**src/rtl/mmio_pwm.sv**
```systemverilog
// mmio_pwm: three-channel PWM responder on the data-memory bus, with prescaler,
// shared period counter, per-channel duty shadows and a sticky WRAP flag.
module mmio_pwm #(
    parameter logic [31:0] BASE_ADDR  = 32'h0000_F000,
    parameter bit          ACTIVE_LOW = 1'b1
) (
    input  logic        clk,
    input  logic        rst,
    input  logic        write_mem,
    input  logic [2:0]  funct3,
    input  logic [31:0] write_address,
    input  logic [31:0] write_data,
    input  logic [31:0] read_address,
    output logic [31:0] read_data,
    output logic [2:0]  pwm
);

    localparam logic [2:0] PWM_IDLE = ACTIVE_LOW ? 3'b111 : 3'b000;

    logic [2:0]       enable;
    logic             run;
    logic [15:0]      prescale;
    logic [15:0]      period;
    logic [2:0][15:0] duty;
    logic [2:0][15:0] shadow;
    logic [15:0]      pre_cnt;
    logic [15:0]      count;
    logic             wrap;

    logic [7:0][31:0] reg_view;
    logic             write_hit;
    logic [2:0]       write_reg;
    logic [3:0]       lane_mask;
    logic [31:0]      lane_data;
    logic [31:0]      bit_mask;
    logic [31:0]      merged;
    logic             wrap_clear;
    logic             tick;
    logic             wrap_set;
    logic             read_hit;
    logic [31:0]      read_word;
    logic [7:0]       read_byte;
    logic [15:0]      read_half;
    logic [31:0]      load_value;
    logic [2:0]       channel_on;
    logic             unused_high;

    always_comb begin
        reg_view    = '0;
        reg_view[0] = {23'd0, run, 5'd0, enable};
        reg_view[1] = {16'd0, prescale};
        reg_view[2] = {16'd0, period};
        reg_view[3] = {16'd0, duty[0]};
        reg_view[4] = {16'd0, duty[1]};
        reg_view[5] = {16'd0, duty[2]};
        reg_view[6] = {16'd0, count};
        reg_view[7] = {31'd0, wrap};
    end

    // Stores merge the written byte lanes into the current register image.
    always_comb begin
        write_hit = write_mem && (write_address[31:5] == BASE_ADDR[31:5]);
        write_reg = write_address[4:2];
        lane_data = write_data;
        lane_mask = 4'b0000;
        case (funct3)
            3'b000: begin
                lane_mask = 4'b0001 << write_address[1:0];
                lane_data = {4{write_data[7:0]}};
            end
            3'b001: begin
                lane_mask = write_address[1] ? 4'b1100 : 4'b0011;
                lane_data = {2{write_data[15:0]}};
            end
            3'b010:  lane_mask = 4'b1111;
            default: lane_mask = 4'b0000;
        endcase
        if (!write_hit)
            lane_mask = 4'b0000;
        bit_mask   = {{8{lane_mask[3]}}, {8{lane_mask[2]}}, {8{lane_mask[1]}}, {8{lane_mask[0]}}};
        merged     = (reg_view[write_reg] & ~bit_mask) | (lane_data & bit_mask);
        wrap_clear = (write_reg == 3'd7) && bit_mask[0] && lane_data[0];
    end

    assign unused_high = ^merged[31:16];

    always_comb begin
        tick     = run && (pre_cnt == prescale);
        wrap_set = tick && (count >= period);
    end

    always_ff @(posedge clk or posedge rst) begin
        if (rst) begin
            enable   <= 3'b000;
            run      <= 1'b0;
            prescale <= 16'd0;
            period   <= 16'd0;
            duty     <= '0;
            wrap     <= 1'b0;
        end else begin
            if (lane_mask != 4'b0000) begin
                case (write_reg)
                    3'd0: begin
                        enable <= merged[2:0];
                        run    <= merged[8];
                    end
                    3'd1:    prescale <= merged[15:0];
                    3'd2:    period   <= merged[15:0];
                    3'd3:    duty[0]  <= merged[15:0];
                    3'd4:    duty[1]  <= merged[15:0];
                    3'd5:    duty[2]  <= merged[15:0];
                    default: ;
                endcase
            end
            // A hardware wrap in the same cycle as a clear keeps the flag set.
            if (wrap_set)
                wrap <= 1'b1;
            else if (wrap_clear)
                wrap <= 1'b0;
        end
    end

    always_ff @(posedge clk or posedge rst) begin
        if (rst) begin
            pre_cnt <= 16'd0;
            count   <= 16'd0;
            shadow  <= '0;
        end else if (!run) begin
            pre_cnt <= 16'd0;
            count   <= 16'd0;
            shadow  <= duty;
        end else if (tick) begin
            pre_cnt <= 16'd0;
            if (wrap_set) begin
                count  <= 16'd0;
                shadow <= duty;
            end else begin
                count <= count + 16'd1;
            end
        end else begin
            pre_cnt <= pre_cnt + 16'd1;
        end
    end

    always_comb begin
        read_hit  = read_address[31:5] == BASE_ADDR[31:5];
        read_word = reg_view[read_address[4:2]];
        case (read_address[1:0])
            2'd0:    read_byte = read_word[7:0];
            2'd1:    read_byte = read_word[15:8];
            2'd2:    read_byte = read_word[23:16];
            default: read_byte = read_word[31:24];
        endcase
        read_half = read_address[1] ? read_word[31:16] : read_word[15:0];
        case (funct3)
            3'b000:  load_value = {{24{read_byte[7]}}, read_byte};
            3'b100:  load_value = {24'd0, read_byte};
            3'b001:  load_value = {{16{read_half[15]}}, read_half};
            3'b101:  load_value = {16'd0, read_half};
            default: load_value = read_word;
        endcase
        if (!read_hit)
            load_value = 32'd0;
    end

    always_ff @(posedge clk or posedge rst) begin
        if (rst)
            read_data <= 32'd0;
        else
            read_data <= load_value;
    end

    always_comb begin
        channel_on[0] = run && enable[0] && (count < shadow[0]);
        channel_on[1] = run && enable[1] && (count < shadow[1]);
        channel_on[2] = run && enable[2] && (count < shadow[2]);
    end

    always_ff @(posedge clk or posedge rst) begin
        if (rst)
            pwm <= PWM_IDLE;
        else
            pwm <= ACTIVE_LOW ? ~channel_on : channel_on;
    end

endmodule

```
**config.mk**
```make
export PLATFORM = sky130hd
export DESIGN_NAME = mmio_pwm
export DESIGN_NICKNAME = d
export VERILOG_FILES = /design/src/rtl/mmio_pwm.sv
export SDC_FILE = /design/constraint.sdc
export NUM_CORES = 1
export LEC_CHECK = 0
export ABC_AREA = 1
export BUFFER_PORTS_ARGS = -buffer_cell sky130_fd_sc_hd__buf_4
export CORE_ASPECT_RATIO = 1.75
export CORE_MARGIN = 5
export CORE_UTILIZATION = 45
export CTS_CLUSTER_DIAMETER = 60
export DETAILED_ROUTE_END_ITERATION = 8
export GPL_TIMING_DRIVEN = 0
export PLACE_DENSITY = 0.7
export SLEW_MARGIN = 40
export SYNTH_ARGS = -nofsm -noshare
export SYNTH_HDL_FRONTEND = slang
export SYNTH_SLANG_ARGS = --single-unit
```
**constraint.sdc**
```tcl
create_clock -name clk -period 10.33 [get_ports clk]
set_input_delay 0.5165 -clock clk [delete_from_list [all_inputs] [get_ports clk]]
set_output_delay 0.5165 -clock clk [all_outputs]
set_load 0.02 [all_outputs]
```
Word level (Yosys, flattened, before mapping)
Index checks and enable logic that the tools add are counted.
- bits in registers: 200
- input bits: 102
- output and inout port bits: 35
- shift operators: 1
- equal/unequal tests: 17
- mux-type cells: 22
- reduce and logical (&&, ||, !) cells: 23
- order comparisons: 6
- $add $sub $neg: 2
- bitwise gates (word level): 5
- operator list (operator ; number):
    32-bit binary-select mux with 3-bit select ; 2
    48-bit two-way mux ; 3
    32-bit one-hot mux with 4 select lines ; 1
    16-bit two-way mux ; 7
    32-bit two-way mux ; 2
    27-bit by 11-bit == test with 1-bit output, second input constant ; 2
    16-bit less-than comparator ; 3
    16-bit by 1-bit adder with 16-bit output, second input constant ; 2
    16-bit AND ; 2
    16-bit one-hot mux with 2 select lines ; 1
    8-bit one-hot mux with 3 select lines ; 1
    16-bit == test ; 1
    16-bit greater-or-equal comparator ; 1
    16-bit inverter ; 1
    16-bit OR ; 1
    3-bit == test, second input constant ; 5
    2-bit AND reduction ; 7
    4-bit one-hot mux with 3 select lines ; 1
    1-bit logical AND ; 11
    3-bit by 2-bit == test with 1-bit output, second input constant ; 3
    3-bit by 4-bit less-than comparator with 1-bit output, second input constant ; 2
    4-bit two-way mux ; 2
    3-bit by 1-bit == test with 1-bit output, second input constant ; 2
    3-bit logical NOT ; 2
    9 further kinds ; 11

Depth between registers and ports, before layout
- depth after elaboration: 7
- gate-level depth with buffers: 17

Worst setup path after synthesis
No wires, ideal clock.
- path kind: register -> register
- from: register count[7]
- to: register count[2]
- path slack: 8.448 ns
- setup time: 0.066 ns
- period minus slack after synthesis: 1.882 ns
- cell stages (with the launch flop): 12
- arrival: 1.816 ns
- cell sequence: dfrtp_1 > ha_1 > nand2_1 > nor2_1 > nand2_1 > nand2_1 > nor2_1 > nand2_1 > a21oi_1 > buf_2 > nand4_1 > nand2_1
- longest elaborated chain between the ends: 5
- RTL lines (what ; line ; source):
    start: declaration ; 27 ; logic [15:0] count;
    start signal: assignment ; 138 ; count <= count + 16'd1;
    16-bit greater-or-equal comparator ; 89 ; wrap_set = tick && (count >= period);
    1-bit logical AND ; 89 ;
    16-bit two-way mux ; 134 ; if (wrap_set) begin
    16-bit two-way mux ; 132 ; end else if (tick) begin
    16-bit two-way mux ; 128 ; end else if (!run) begin
Every way passes these cells. The select of a mux whose other input is x is not followed.
A chain may end at the register's enable or synchronous reset.

Worst setup path in the final report
- from: register count[7]
- to: register count[3]
Same word-level chain as after synthesis.

==> results.md <==
| Group | Result | Reported |
|---|---|---|
| outcome | Run status | finished clean |
| grt | Wire length of the first global-routing pass | 67.6 mm |
| synth | Area leader, netlist | sky130_fd_sc_hd__dfrtp_1 |
| sta | Setup repair after global routing missed its margin | no |
| synth | Main flop type after synthesis | sky130_fd_sc_hd__dfrtp_1 |
| floorplan | Ports | 137 |
| clocking | Number of hold buffers added after cts | 0 |
| synth | Share of async-settable or async-resettable flops after synthesis | 100% |
| synth | Gate Count Post-Synth | 1712 |
| placement | Post-place setup slack | 7.69 ns |
| layout | Combined area of the multi-input logic cells | 6260 um^2 |
| synth | Number of synthesized register bits | 185 |
| layout | Number of standard cells in the final layout excluding fillers | 2189 |
| synth | Sequential share of the synthesized area | 38.3% |
| setup path | Largest fanout on the critical path | 10 |
| routing | Number of DRC markers after the initial detailed-route iteration | 1117 |
| floorplan | Die Span Y | 227 um |
| sta | Highest clock rate | 373 MHz |
| grt | Initial antenna violation count | 0 |
| grt | Overall track demand over capacity in global routing | 29.5% |
| routing | Detail-routed net length per standard cell | 20.6 um |
| clocking | Clock sink total | 185 |
| flow run | Maximum Capacitance Violations | 0 |
| sta | Final Hold Viols | 0 |
| placement | Number of port buffers | 119 |
| synth | Number of enable flip-flop cells after synthesis | 0 |
| synth | Yosys top cell area share | 37.7% |
| clocking | Library cell used as clock root buffer | sky130_fd_sc_hd__clkbuf_16 |
| routing | Number of antenna-violating nets in the routed design | 0 |
| setup path | Critical Path Sink | count[3] |
| power and ir drop | Pwr/cell area | 108 nW/um^2 |
| clocking | Setup Fix Bufs, Post-CTS | 0 |
| clocking | Inserted Clock Buffers | 17 |
| layout | Proportion of layout cells with a drive suffix above 1 | 12.5% |
| layout | Highest-count cells in the layout ignoring fill and taps | sky130_fd_sc_hd__nand2_1 (560), sky130_fd_sc_hd__inv_1 (193), sky130_fd_sc_hd__nand3_1 (192) |
| clocking | CTS H-tree lvls | 4 |
| floorplan | Die width | 134 um |
| placement | Instance count after placement with tap cells included | 2157 |
| routing | DRC violation count after routing | 0 |
| setup path | Arrival time reported for the critical path endpoint | 3.08 ns |
| sta | Final slew viol count | 0 |
| power and ir drop | Post-layout power | 0.00152 W |
| setup path | Critical register-to-register path startpoint | count[7] |
| synth | Unique masters post-synth | 39 |
| synth | Synthesized area divided by synthesized cell count | 7.06 um^2 |
| sta | Tcrit/Tclk final | 26.0% |
| synth | Post-Synthesis Cell Area | 12100 um^2 |
| setup path | Endpoint of the lowest-slack register-to-register path | count[3] |
| setup path | R2r setup slk | 7.65 ns |
| power and ir drop | Lkg Pwr | 7.34 nW |
| setup path | Worst setup path startpoint | count[7] |
| power and ir drop | Worst vdd ir | 0.000111 V |
| sta | Max Clock Skew | 0.00962 ns |
| sta | Final setup viols | 0 |
| floorplan | Effective utilization at floorplan | 45.5% |
| sta | Final total negative setup slack | 0 ns |
| setup path | Cells on worst reg2reg path | 11 |
| placement | DPL Wire Length | 36.4 mm |
| layout | Net count, final | 2017 |
| setup path | Startpoint kind of the worst setup timing path | register |
| layout | Most common cell after layout, fill and taps aside | sky130_fd_sc_hd__nand2_1 |
| setup path | WP data required | 10.73 ns |
| routing | Via-per-instance ratio | 5.55 |
| grt | Maximum number of pins on one net before global-route repair | 66 |
| sta | Tightest slew margin relative to the limit | 46.9% |
| grt | Total global routing overflow | 0 |
| layout | N_diodes | 0 |
| clocking | Worst-path clk slew | 0.07 ns |
| layout | Storage cell area | 4630 um^2 |
| layout | Area growth from synthesis to layout | 16.3% |
| floorplan | Die Footprint | 30400 um^2 |
| synth | Main area contributors after synthesis | sky130_fd_sc_hd__dfrtp_1 (38%), sky130_fd_sc_hd__nand2_1 (17%), sky130_fd_sc_hd__nand3_1 (7.9%) |
| clocking | Count of cells resized by post-cts repair | 0 |
| clocking | Clock Tree Buf Depth | 2 |
| floorplan | Placeable core area | 26600 um^2 |
| worst hold path | Worst hold-check path type | in -> async |
| clocking | Clock tree from TritonCTS | yes |
| grt | Via count of the first global-routing pass | 11900 |
| synth | Yosys warning total | 0 |
| layout | Core occupancy in the finished layout | 52.9% |
| placement | Routability-driven placement congestion ratio | 0.981 |
| routing | Detailed-route wire length | 45.1 mm |
| synth | Syn_nets | 1877 |
| sta | Crit path time final | 2.68 ns |
| routing | Total via count after detailed routing | 12200 |
| setup path | Category of the critical setup timing path | reg -> reg |
| setup path | CP Capture Type | register |
| routing | Number of search-and-repair iterations in the first detailed-routing pass | 9 |
| floorplan | Number of cell rows | 79 |
| clocking | Latest clock arrival within the worst-skew pair | 0.47 ns |
| sta | Setup slack after layout | 7.65 ns |
| sta | Slew at the pin closest to its max-slew limit | 0.797 ns |
| layout | Fill cell count | 2654 |
## report_power, final
group | total [W] | switching [W] | internal (W)
Combinational | 0.000123 | 0.0000812 | 0.0000414
Sequential | 0.000724 | 0.00000000000221 | 0.000724
Clock | 0.000677 | 0.000299 | 0.000378
Total | 0.00152 | 0.000380 | 0.00114
## layer usage
layer / routed length [um] / GRT usage, % / vias to the layer above
met5: 0 / 0 / -
met4: 3000 / 19.2 / 0
met3: 2250 / 3.97 / 137
met2: 23500 / 52.6 / 452
met1: 16300 / 32.8 / 5698
li1: - / - / 5867
## Yosys cell counts (all sizes together) (13+ instances only)
cell	count
ha	63
nor2	114
o211ai	21
nand2	567
clkbuf	24
dfrtp	182
nand4	49
inv	202
nand3	195
o21ai	73
o22ai	13
nor3	21
buf	56
a21oi	68
## kinds of logic after synthesis
family          synth area share, %
simple gates                   34.1
buf+inv                        9.86
compound gates                 9.72
flops                          38.3
fa+ha+maj                      6.52
xor+xnor                       1.52
## per-stage QoR
step / hold WS (ns) / area (um^2)
CTS: 0.0793 / 14100
global route: 0.105 / 14100
global placement: 0.463 / 13400
floorplan: 0.449 / 12100
finish: 0.0677 / 14100
detailed placement: 0.467 / 13500
## worst max-delay path, cell delays in order (launching register included)
cell	delay (ns)
sky130_fd_sc_hd__dfrtp_1	0.68
sky130_fd_sc_hd__ha_1	0.35
sky130_fd_sc_hd__nand2_1	0.09
sky130_fd_sc_hd__nor2_1	0.06
sky130_fd_sc_hd__nand2_1	0.05
sky130_fd_sc_hd__nand2_1	0.04
sky130_fd_sc_hd__nor2_1	0.09
sky130_fd_sc_hd__nand2_1	0.13
sky130_fd_sc_hd__a21oi_1	0.59
sky130_fd_sc_hd__buf_2	0.32
sky130_fd_sc_hd__nand4_1	0.11
sky130_fd_sc_hd__nand2_1	0.10
## how the worst min path moves through the flow
stage | startpoint | to | slack [ns] | cells after the start
after global placement | period[6] | period[6] | 0.46 | 2
after CTS | rst | shadow[34] | 0.08 | 2
after floorplan | period[11] | period[11] | 0.45 | 2
after global routing | rst | shadow[34] | 0.11 | 2
after detailed placement | period[11] | period[11] | 0.47 | 2
final | rst | shadow[34] | 0.07 | 2
## sequential cells by signal, indices dropped and copies added (netlist names)
register   cells
duty          48
shadow        48
read_data     17
count         16
period        16
pre_cnt       16
prescale      16
enable         3
pwm            3
run            1
wrap           1
## final cells by class
| class | count | area share, % |
|---|---|---|
| plain buffers | 80 | 3.06 |
| clock buffers | 20 | 3.32 |
| clock inverters | 12 | 0.979 |
| inverters | 203 | 5.47 |
| multi-input cells | 1244 | 44.6 |
| flip-flops and latches | 185 | 33.0 |
| well taps | 324 | 2.88 |
| repair buffers | 121 | 6.75 |
No activity file was read; power rests on OpenSTA's default activity.
